### src/rtl/cpu_ctrl_pkg.sv
// Shared types and constants for the ld/ldi/st control sequencer.
// State encoding, opcode values, IR field positions and the packed strobe vector.
package cpu_ctrl_pkg;

   typedef enum logic [3:0] {
      RESET = 4'd0,
      T0    = 4'd1,
      T1    = 4'd2,
      T2    = 4'd3,
      T3    = 4'd4,
      T4    = 4'd5,
      T5    = 4'd6,
      T6    = 4'd7,
      T7    = 4'd8,
      HALT  = 4'd9
   } state_t;

   localparam logic [4:0] OP_LD   = 5'b00000;
   localparam logic [4:0] OP_LDI  = 5'b00001;
   localparam logic [4:0] OP_ST   = 5'b00010;
   localparam logic [4:0] ALU_ADD = 5'b00011;

   localparam int OPC_HI = 31;
   localparam int OPC_LO = 27;
   localparam int RA_HI  = 26;
   localparam int RA_LO  = 23;
   localparam int RB_HI  = 22;
   localparam int RB_LO  = 19;
   localparam int C_HI   = 18;
   localparam int C_LO   = 0;

   typedef struct packed {
      logic [4:0] opcode;
      logic       PCout;
      logic       MARin;
      logic       IncPC;
      logic       Zin;
      logic       Zlowout;
      logic       PCin;
      logic       Read;
      logic       Write;
      logic       MDRin;
      logic       MDRout;
      logic       IRin;
      logic       Gra;
      logic       Grb;
      logic       Rin;
      logic       Rout;
      logic       BAout;
      logic       Yin;
      logic       Cout;
      logic       Run;
      logic       Illegal;
   } ctrl_t;

   function automatic logic [4:0] ir_opc(input logic [31:0] ir);
      return ir[OPC_HI:OPC_LO];
   endfunction

   function automatic logic [3:0] ir_ra(input logic [31:0] ir);
      return ir[RA_HI:RA_LO];
   endfunction

   function automatic logic [3:0] ir_rb(input logic [31:0] ir);
      return ir[RB_HI:RB_LO];
   endfunction

   function automatic logic [18:0] ir_c(input logic [31:0] ir);
      return ir[C_HI:C_LO];
   endfunction

   function automatic logic is_mem_op(input logic [4:0] opc);
      return (opc == OP_LD) || (opc == OP_LDI) || (opc == OP_ST);
   endfunction

endpackage

### src/rtl/ldst_control_unit_if.sv
// Control-unit <-> datapath bundle: IR/Stop toward the sequencer, strobes toward the datapath.
// No handshake: one control step per clock, datapath always accepts.
interface ldst_control_unit_if;
   logic [31:0] IR;
   logic        Stop;
   logic [4:0]  opcode;
   logic        PCout, MARin, IncPC, Zin, Zlowout, PCin, Read, Write, MDRin, MDRout, IRin;
   logic        Gra, Grb, Rin, Rout, BAout, Yin, Cout;
   logic        Run;
   logic        Illegal;

   modport master (
      input  IR, Stop,
      output opcode, PCout, MARin, IncPC, Zin, Zlowout, PCin, Read, Write, MDRin, MDRout, IRin,
             Gra, Grb, Rin, Rout, BAout, Yin, Cout, Run, Illegal
   );

   modport slave (
      output IR, Stop,
      input  opcode, PCout, MARin, IncPC, Zin, Zlowout, PCin, Read, Write, MDRin, MDRout, IRin,
             Gra, Grb, Rin, Rout, BAout, Yin, Cout, Run, Illegal
   );
endinterface

### src/rtl/ctrl_decode.sv
// Combinational (state, opcode) -> strobe vector; zero latency.
// RESET and HALT decode to all-zero, so reset clears every output in the same delta.
module ctrl_decode #(
   parameter logic [4:0] ALU_ADD = cpu_ctrl_pkg::ALU_ADD
) (
   input  cpu_ctrl_pkg::state_t state,
   input  logic [4:0]           opc,
   output cpu_ctrl_pkg::ctrl_t  ctl
);
   import cpu_ctrl_pkg::*;

   logic is_ld, is_ldi, is_st;

   always_comb begin
      is_ld  = (opc == OP_LD);
      is_ldi = (opc == OP_LDI);
      is_st  = (opc == OP_ST);
   end

   always_comb begin
      ctl = '0;
      case (state)
         T0: begin
            ctl.Run   = 1'b1;
            ctl.PCout = 1'b1;
            ctl.MARin = 1'b1;
            ctl.IncPC = 1'b1;
            ctl.Zin   = 1'b1;
         end
         T1: begin
            ctl.Run     = 1'b1;
            ctl.Zlowout = 1'b1;
            ctl.PCin    = 1'b1;
            ctl.Read    = 1'b1;
            ctl.MDRin   = 1'b1;
         end
         T2: begin
            ctl.Run     = 1'b1;
            ctl.MDRout  = 1'b1;
            ctl.IRin    = 1'b1;
            ctl.Illegal = !(is_ld || is_ldi || is_st);
         end
         T3: begin
            ctl.Run   = 1'b1;
            ctl.Grb   = 1'b1;
            ctl.BAout = 1'b1;
            ctl.Yin   = 1'b1;
         end
         T4: begin
            ctl.Run    = 1'b1;
            ctl.Cout   = 1'b1;
            ctl.opcode = ALU_ADD;
            ctl.Zin    = 1'b1;
         end
         T5: begin
            ctl.Run     = 1'b1;
            ctl.Zlowout = 1'b1;
            if (is_ldi) begin
               ctl.Gra = 1'b1;
               ctl.Rin = 1'b1;
            end else begin
               ctl.MARin = 1'b1;
            end
         end
         T6: begin
            ctl.Run = 1'b1;
            // For st, Read stays low so MDR captures Ra from the bus instead of memory.
            if (is_st) begin
               ctl.Gra   = 1'b1;
               ctl.Rout  = 1'b1;
               ctl.MDRin = 1'b1;
            end else if (is_ld) begin
               ctl.Read  = 1'b1;
               ctl.MDRin = 1'b1;
            end
         end
         T7: begin
            ctl.Run = 1'b1;
            if (is_st) begin
               ctl.Write = 1'b1;
            end else if (is_ld) begin
               ctl.MDRout = 1'b1;
               ctl.Gra    = 1'b1;
               ctl.Rin    = 1'b1;
            end
         end
         default: ctl = '0;
      endcase
   end

endmodule

### src/rtl/ldst_control_unit.sv
// Hardwired fetch + ld/ldi/st sequencer: one control step per Clock, Stop honoured at instruction end.
// Latency from T0: ld/st 8, ldi 6, illegal 3 cycles; no backpressure from the datapath.
module ldst_control_unit #(
   parameter logic [4:0] ALU_ADD = cpu_ctrl_pkg::ALU_ADD
) (
   input logic                 Clock,
   input logic                 clear,
   ldst_control_unit_if.master bus
);
   import cpu_ctrl_pkg::*;

   state_t     state, state_nxt;
   ctrl_t      ctl;
   logic [4:0] opc;
   logic       unused_ir;

   assign opc       = ir_opc(bus.IR);
   assign unused_ir = ^bus.IR[RA_HI:C_LO];

   always_ff @(posedge Clock or negedge clear) begin
      if (!clear) state <= RESET;
      else        state <= state_nxt;
   end

   // Stop only matters on the last step of an instruction and while halted.
   always_comb begin
      state_nxt = state;
      case (state)
         RESET:   state_nxt = T0;
         T0:      state_nxt = T1;
         T1:      state_nxt = T2;
         T2:      state_nxt = is_mem_op(opc) ? T3 : (bus.Stop ? HALT : T0);
         T3:      state_nxt = T4;
         T4:      state_nxt = T5;
         T5:      state_nxt = (opc == OP_LDI) ? (bus.Stop ? HALT : T0) : T6;
         T6:      state_nxt = T7;
         T7:      state_nxt = bus.Stop ? HALT : T0;
         HALT:    state_nxt = bus.Stop ? HALT : T0;
         default: state_nxt = RESET;
      endcase
   end

   ctrl_decode #(.ALU_ADD(ALU_ADD)) u_decode (
      .state (state),
      .opc   (opc),
      .ctl   (ctl)
   );

   assign bus.opcode  = ctl.opcode;
   assign bus.PCout   = ctl.PCout;
   assign bus.MARin   = ctl.MARin;
   assign bus.IncPC   = ctl.IncPC;
   assign bus.Zin     = ctl.Zin;
   assign bus.Zlowout = ctl.Zlowout;
   assign bus.PCin    = ctl.PCin;
   assign bus.Read    = ctl.Read;
   assign bus.Write   = ctl.Write;
   assign bus.MDRin   = ctl.MDRin;
   assign bus.MDRout  = ctl.MDRout;
   assign bus.IRin    = ctl.IRin;
   assign bus.Gra     = ctl.Gra;
   assign bus.Grb     = ctl.Grb;
   assign bus.Rin     = ctl.Rin;
   assign bus.Rout    = ctl.Rout;
   assign bus.BAout   = ctl.BAout;
   assign bus.Yin     = ctl.Yin;
   assign bus.Cout    = ctl.Cout;
   assign bus.Run     = ctl.Run;
   assign bus.Illegal = ctl.Illegal;

endmodule
### src/flat_wrapper.sv
// flat-port wrapper written by rule: the top's interface ports become plain ports
module ldst_control_unit_flat import cpu_ctrl_pkg::*;
#(
   parameter logic [4:0] ALU_ADD = cpu_ctrl_pkg::ALU_ADD
)
  (Clock, clear, bus_IR, bus_Stop, bus_opcode, bus_PCout, bus_MARin, bus_IncPC, bus_Zin, bus_Zlowout, bus_PCin, bus_Read, bus_Write, bus_MDRin, bus_MDRout, bus_IRin, bus_Gra, bus_Grb, bus_Rin, bus_Rout, bus_BAout, bus_Yin, bus_Cout, bus_Run, bus_Illegal);
  ldst_control_unit_if bus_i ();
  input logic Clock;
  input logic clear;
  input wire logic [$bits(bus_i.IR)-1:0] bus_IR;
  input wire logic [$bits(bus_i.Stop)-1:0] bus_Stop;
  output wire logic [$bits(bus_i.opcode)-1:0] bus_opcode;
  output wire logic [$bits(bus_i.PCout)-1:0] bus_PCout;
  output wire logic [$bits(bus_i.MARin)-1:0] bus_MARin;
  output wire logic [$bits(bus_i.IncPC)-1:0] bus_IncPC;
  output wire logic [$bits(bus_i.Zin)-1:0] bus_Zin;
  output wire logic [$bits(bus_i.Zlowout)-1:0] bus_Zlowout;
  output wire logic [$bits(bus_i.PCin)-1:0] bus_PCin;
  output wire logic [$bits(bus_i.Read)-1:0] bus_Read;
  output wire logic [$bits(bus_i.Write)-1:0] bus_Write;
  output wire logic [$bits(bus_i.MDRin)-1:0] bus_MDRin;
  output wire logic [$bits(bus_i.MDRout)-1:0] bus_MDRout;
  output wire logic [$bits(bus_i.IRin)-1:0] bus_IRin;
  output wire logic [$bits(bus_i.Gra)-1:0] bus_Gra;
  output wire logic [$bits(bus_i.Grb)-1:0] bus_Grb;
  output wire logic [$bits(bus_i.Rin)-1:0] bus_Rin;
  output wire logic [$bits(bus_i.Rout)-1:0] bus_Rout;
  output wire logic [$bits(bus_i.BAout)-1:0] bus_BAout;
  output wire logic [$bits(bus_i.Yin)-1:0] bus_Yin;
  output wire logic [$bits(bus_i.Cout)-1:0] bus_Cout;
  output wire logic [$bits(bus_i.Run)-1:0] bus_Run;
  output wire logic [$bits(bus_i.Illegal)-1:0] bus_Illegal;
  assign bus_i.IR = bus_IR;
  assign bus_i.Stop = bus_Stop;
  assign bus_opcode = bus_i.opcode;
  assign bus_PCout = bus_i.PCout;
  assign bus_MARin = bus_i.MARin;
  assign bus_IncPC = bus_i.IncPC;
  assign bus_Zin = bus_i.Zin;
  assign bus_Zlowout = bus_i.Zlowout;
  assign bus_PCin = bus_i.PCin;
  assign bus_Read = bus_i.Read;
  assign bus_Write = bus_i.Write;
  assign bus_MDRin = bus_i.MDRin;
  assign bus_MDRout = bus_i.MDRout;
  assign bus_IRin = bus_i.IRin;
  assign bus_Gra = bus_i.Gra;
  assign bus_Grb = bus_i.Grb;
  assign bus_Rin = bus_i.Rin;
  assign bus_Rout = bus_i.Rout;
  assign bus_BAout = bus_i.BAout;
  assign bus_Yin = bus_i.Yin;
  assign bus_Cout = bus_i.Cout;
  assign bus_Run = bus_i.Run;
  assign bus_Illegal = bus_i.Illegal;
  ldst_control_unit #(.ALU_ADD(ALU_ADD)) u_core (.Clock(Clock), .clear(clear), .bus(bus_i));
endmodule
### config.mk
export PLATFORM = sky130hd
export DESIGN_NAME = ldst_control_unit_flat
export DESIGN_NICKNAME = d
export VERILOG_FILES = /design/src/rtl/cpu_ctrl_pkg.sv /design/src/rtl/ldst_control_unit_if.sv /design/src/rtl/ctrl_decode.sv /design/src/rtl/ldst_control_unit.sv /design/src/flat_wrapper.sv
export SDC_FILE = /design/constraint.sdc
export NUM_CORES = 1
export LEC_CHECK = 0
export ABC_AREA = 1
export CAP_MARGIN = 20
export CORE_ASPECT_RATIO = 0.75
export CORE_MARGIN = 8
export CORE_UTILIZATION = 27
export CTS_BUF_LIST = sky130_fd_sc_hd__clkbuf_8
export DETAILED_ROUTE_END_ITERATION = 6
export PLACE_DENSITY_LB_ADDON = 0.08
export SKIP_CTS_REPAIR_TIMING = 1
export SLEW_MARGIN = 20
export SYNTH_ARGS = -nofsm -noshare
export SYNTH_HDL_FRONTEND = slang
export SYNTH_SLANG_ARGS = --single-unit
### constraint.sdc
create_clock -name Clock -period 1.6 [get_ports Clock]
set_input_delay 0.32 -clock Clock [delete_from_list [all_inputs] [get_ports Clock]]
set_output_delay 0.32 -clock Clock [all_outputs]
set_load 0.01 [all_outputs]
==> results of run 1 <==
power by group:
group / total, mW / switching (mW) / internal (mW)
Sequential: 0.197 / 0.0457 / 0.151
Combinational: 1.53 / 0.762 / 0.765
Clock: 0.213 / 0.0526 / 0.160
Total: 1.94 / 0.860 / 1.08
routing by layer:
metal | part of all wire | up-vias
met2 | 0.46 | 23
met3 | 0.055 | 2
met1 | 0.47 | 312
li1 | - | 360
met4 | 0.0084 | 0
met5 | 0 | -
worst min path at each step:
stage                     startpoint               to  slack, ns  cells after the start
after floorplan                clear  u_core.state[0]       0.02                      0
after CTS                      clear  u_core.state[1]       0.31                      1
final                          clear  u_core.state[0]       0.31                      1
after detailed placement       clear  u_core.state[1]       0.54                      1
after global routing           clear  u_core.state[1]       0.31                      1
after global placement         clear  u_core.state[1]       0.53                      1
logic make-up after synthesis:
logic type	after synthesis	share of synthesized area
compound gates	5	0.0565
other cells	1	0.00736
buf+inv	22	0.221
simple gates	52	0.518
flops	4	0.197
through the flow:
stage               std cells  setup slack [ns]
floorplan                  86             0.212
global placement          154            -0.654
detailed placement        154            -0.674
CTS                       157            -0.679
global route              161            -0.217
finish                    161            -0.106
synth_stat cells:
library cell	number	area [um^2]
a21oi_1	1	5.00
a21oi_2	1	8.76
buf_4	8	60.1
conb_1	1	3.75
dfrtp_1	4	100
inv_1	10	37.5
inv_2	4	15.0
nand2_1	17	63.8
nand2_4	2	22.5
nand3_1	6	30.0
nand3_2	2	20.0
nand4_1	3	18.8
nor2_1	17	63.8
nor2_2	1	6.26
nor2_4	3	33.8
nor3_1	1	5.00
o21ai_0	3	15.0
area by class of cell:
class	count	area (um^2)
fill	167	691
timing repair buffer	58	450
multi-input combinational	60	394
sequential	4	100
inverter	14	52.6
clock buffer	3	41.3
tap	22	27.5
==> qor.txt, run 1 <==
Setup crit start -> u_core.state[3]
Antenna Cells -> 0
DP Wirelength -> 1.50 mm
DR pass1 iterations -> 3
TritonCTS Buffers -> 3
outcome -> finished, violations left
share of post-route cells with drive strength above 1 -> 0.626
Crit path arrival time -> 1.39 ns
Skew-Pair Late Insertion Delay -> 0.22 ns
Final Core Density -> 0.607
Fin. Hold Viols -> 0
Synthesis Warnings -> 0
Tcrit/Tclk final -> 1.07
number of global-route vias before repair -> 648
worst vdd ir -> 964 uV
most used cell, CP -> buf_4
Final setup viols -> 6
CP cell instances -> inv_2 -> buf_4 -> nand2_4 -> nor2_4 -> buf_4 -> nand3_2 -> inv_1 -> clkbuf_2
CTS Sinks -> 4
Hold/Removal Path Class -> primary input to asynchronous set/reset pin
H-tree depth -> 1
grt met1 use -> 0.122
type of origin of the critical path -> flip-flop
first-pass GRT wire length -> 2.75 mm
root buf cell -> clkbuf_8
largest register by flop count -> u_core.state
Setup TNS Final -> -0.395 ns
core box area -> 0.00176 mm^2
GRT Max-Usage Layer -> met2
initial core utilization -> 0.290
sequential fraction of the synthesis area -> 0.197
Mapped Area -> 509 um^2
Nets -> 176
clk_skew -> 0.00539 ns
met3 GRT Util -> 0.0393
max cap viols -> 0
vias per cell -> 4.33
DRT iter0 DRCs -> 11
via count -> 697
CP Max Fanout -> 5
critical path's top delay family -> buffers and inverters
minimum clock period -> 1.71 ns
RR Endpoint -> u_core.state[0]
GRT overflow -> 0
worst path buffer plus inverter count -> 5
pin count of the biggest net entering global routing -> 6
Final Hold Slack -> 0.307 ns
num rows -> 13
GPL Wtd Cong -> 0.796
Critical Path RT -> 1.28 ns
Setup WS post-layout -> -0.106 ns
P&R area growth vs syn -> 109%
Leak -> 0.657 nW
register bit total from synthesis -> 4
RSZ-0062 raised after global routing -> yes
Setup crit end -> bus_Illegal
synth unique cells -> 17
met2 layer usage reported by global route -> 0.154
cells after synthesis -> 84
fmax -> 586 MHz
R2R Setup Slk -> 0.30 ns
crit end category -> output pin
most common cell after layout, fill and taps aside -> buf_4
Clock transition at path regs -> 0.03 ns
drt drc -> 0
Top Registers -> u_core.state (4)
Ports -> 60
worst-case clock buffer depth -> 2
total track usage -> 0.100
die width -> 66.1 um
r2r worst-path depth -> 8
mean post-synth cell area -> 6.06 um^2
WP depth -> 8
max reg flops -> 4
PortBufs -> 29
initial antenna violation count -> 0
max-slew violation count -> 0
design area -> 0.00107 mm^2
Design Power -> 1.94 mW
Placed Area -> 962 um^2
P per Cell Area -> 1820 mW/mm^2
critical setup path kind -> flip-flop to output pin
failing checks -> setup timing
TritonCTS clock tree -> done
Post-DRT Antenna Nets -> 0
commonest cells after routing, fill and taps aside -> buf_4, dlymetal6s2s_1, clkbuf_2
CP max stage cell -> dfrtp_1
WL per Instance -> 11.8 um
die extent in y -> 53.6 um
Detailed Route WL -> 1.90 mm
CP peak stage delay -> 0.37 ns
die area -> 0.00355 mm^2
worst r2r src -> u_core.state[3]
No activity file was read; power rests on OpenSTA's default activity.
==> run 2: changes to the inputs <==
Settings changed: CTS_CLUSTER_DIAMETER from default to 120.
==> results of run 2 <==
Final layout, timing and power as in run 1 (identical DEF).
==> run 3: changes to the inputs <==
Settings changed: CELL_PAD_IN_SITES_DETAIL_PLACEMENT from default to 1, CELL_PAD_IN_SITES_GLOBAL_PLACEMENT from default to 2, CORE_UTILIZATION 27 to 11.
==> qor.txt, run 3 (synthesized netlist as in run 1, its figures left out) <==
outcome -> finished, violations left
failing checks -> setup timing
Finished Layout Cells -> 201 (+25%)
Clock transition at path regs -> 0.03 ns (about the same)
critical setup path kind -> flip-flop to output pin
Crit path arrival time -> 1.40 ns (about the same)
share of post-route cells with drive strength above 1 -> 0.667 (+0.0408)
core box area -> 0.00447 mm^2 (+150%)
initial antenna violation count -> 0 (unchanged)
DP Cell Count -> 189 (+23%)
Tcrit/Tclk final -> 1.07 (+0.00605)
die area -> 0.00709 mm^2 (+100%)
worst vdd ir -> 482 uV (-50%)
DR pass1 iterations -> 2 (-1)
largest register by flop count -> u_core.state
Final Hold Slack -> 0.322 ns (+0.0151 ns)
crit end category -> output pin
Skew-Pair Late Insertion Delay -> 0.22 ns (about the same)
via count -> 732 (+5.0%)
Final Core Density -> 0.270 (-0.337)
RR Endpoint -> u_core.state[0]
GRT overflow -> 0 (unchanged)
most common cell after layout, fill and taps aside -> buf_4
vias per cell -> 3.64 (-16%)
first-pass GRT wire length -> 3.45 mm (+26%)
Ports -> 60 (unchanged)
commonest cells after routing, fill and taps aside -> buf_4, nor2_4, buf_6
Fin. Hold Viols -> 0 (unchanged)
r2r worst-path depth -> 7 (-1)
fmax -> 583 MHz (-0.56%)
Post-DRT Antenna Nets -> 0 (unchanged)
Setup WS post-layout -> -0.115 ns (-0.00968 ns)
PortBufs -> 29 (unchanged)
P&R area growth vs syn -> 137%
DP Wirelength -> 1.96 mm (+31%)
clk_skew -> 0.00323 ns (-0.00216 ns)
drt drc -> 0 (unchanged)
die extent in y -> 74.9 um (+40%)
GPL Wtd Cong -> 0.742 (-6.8%)
max-slew violation count -> 0 (unchanged)
Final setup viols -> 7 (+1)
TritonCTS clock tree -> done
CTS Sinks -> 4 (unchanged)
initial core utilization -> 0.114 (-0.176)
R2R Setup Slk -> 0.30 ns (about the same)
Top Registers -> u_core.state (4)
type of origin of the critical path -> flip-flop
WL per Instance -> 11.5 um (-2.3%)
CP Max Fanout -> 5 (unchanged)
die width -> 94.6 um (+43%)
DRT iter0 DRCs -> 4 (-7)
root buf cell -> clkbuf_8
worst-case clock buffer depth -> 2 (unchanged)
max reg flops -> 4 (unchanged)
Detailed Route WL -> 2.32 mm (+22%)
worst r2r src -> u_core.state[2]
TritonCTS Buffers -> 3 (unchanged)
P per Cell Area -> 1780 mW/mm^2 (-2.2%)
H-tree depth -> 1 (unchanged)
number of global-route vias before repair -> 744 (+15%)
RSZ-0062 raised after global routing -> yes
pin count of the biggest net entering global routing -> 6 (unchanged)
num rows -> 21 (+8)
Hold/Removal Path Class -> primary input to asynchronous set/reset pin
minimum clock period -> 1.72 ns (+0.00968 ns)
max cap viols -> 0 (unchanged)
Critical Path RT -> 1.28 ns (about the same)
Nets -> 181 (+2.8%)
Leak -> 0.685 nW (+4.2%)
Design Power -> 2.14 mW (+11%)
Antenna Cells -> 0 (unchanged)
total track usage -> 0.0613 (-0.0387)
-- run 3: changes by cell type in the layout (fill, tap and decap cells not counted), moves of 3 or more --
| cell | change |
|---|---|
| nor2_2 | -4 |
| buf_6 | +11 |
| clkbuf_2 | -4 |
| nor2_4 | +4 |
| dlymetal6s2s_1 | -3 |
-- run 3: critical path, stage by stage, from the launching register on --
cell,delay [ns]
dfrtp_1,0.42
inv_2,0.12
nand2_4,0.09
nor2_4,0.14
buf_4,0.14
nand3_2,0.08
inv_1,0.06
clkbuf_2,0.12
-- run 3: cell type report --
| type | instances | area (um^2) |
|---|---|---|
| clock buffer | 3 | 41.3 |
| fill | 541 | 3260 |
| inverter | 14 | 52.6 |
| multi-input combinational | 60 | 422 |
| sequential | 4 | 100 |
| tap | 57 | 71.3 |
| timing repair buffer | 63 | 519 |
-- run 3: worst max-delay path by stage --
stage	startpoint	end	slack, ns	depth (start not counted)
global route	u_core.state[2]	bus_Illegal	-0.19	7
finish	u_core.state[2]	bus_Illegal	-0.12	7
detailed placement	bus_IR[30]	bus_MDRout	-0.72	7
floorplan	u_core.state[3]	bus_Grb	0.21	4
CTS	bus_IR[30]	bus_MDRout	-0.73	7
global placement	bus_IR[30]	bus_MDRout	-0.72	7
-- run 3: report_power, final --
group,internal (mW),switching (mW)
Combinational,0.866,0.857
Sequential,0.151,0.0569
Clock,0.160,0.0521
-- run 3: per-stage QoR --
| step | area, um^2 | worst slack (ns) | setup TNS (ns) |
|---|---|---|---|
| CTS | 1050 | -0.732 | -11.41 |
| finish | 1210 | -0.115 | -0.277 |
| global placement | 1010 | -0.722 | -8.22 |
| detailed placement | 1010 | -0.720 | -8.28 |
| global route | 1210 | -0.195 | -1.25 |
| floorplan | 517 | 0.212 | 0 |
-- run 3: metal layers --
metal	track usage	part of all wire	wire length, um
met1	0.0808	0.50	1150
met2	0.0946	0.44	1030
met3	0.0159	0.059	137
met4	0.0207	0	0
met5	0	0	0
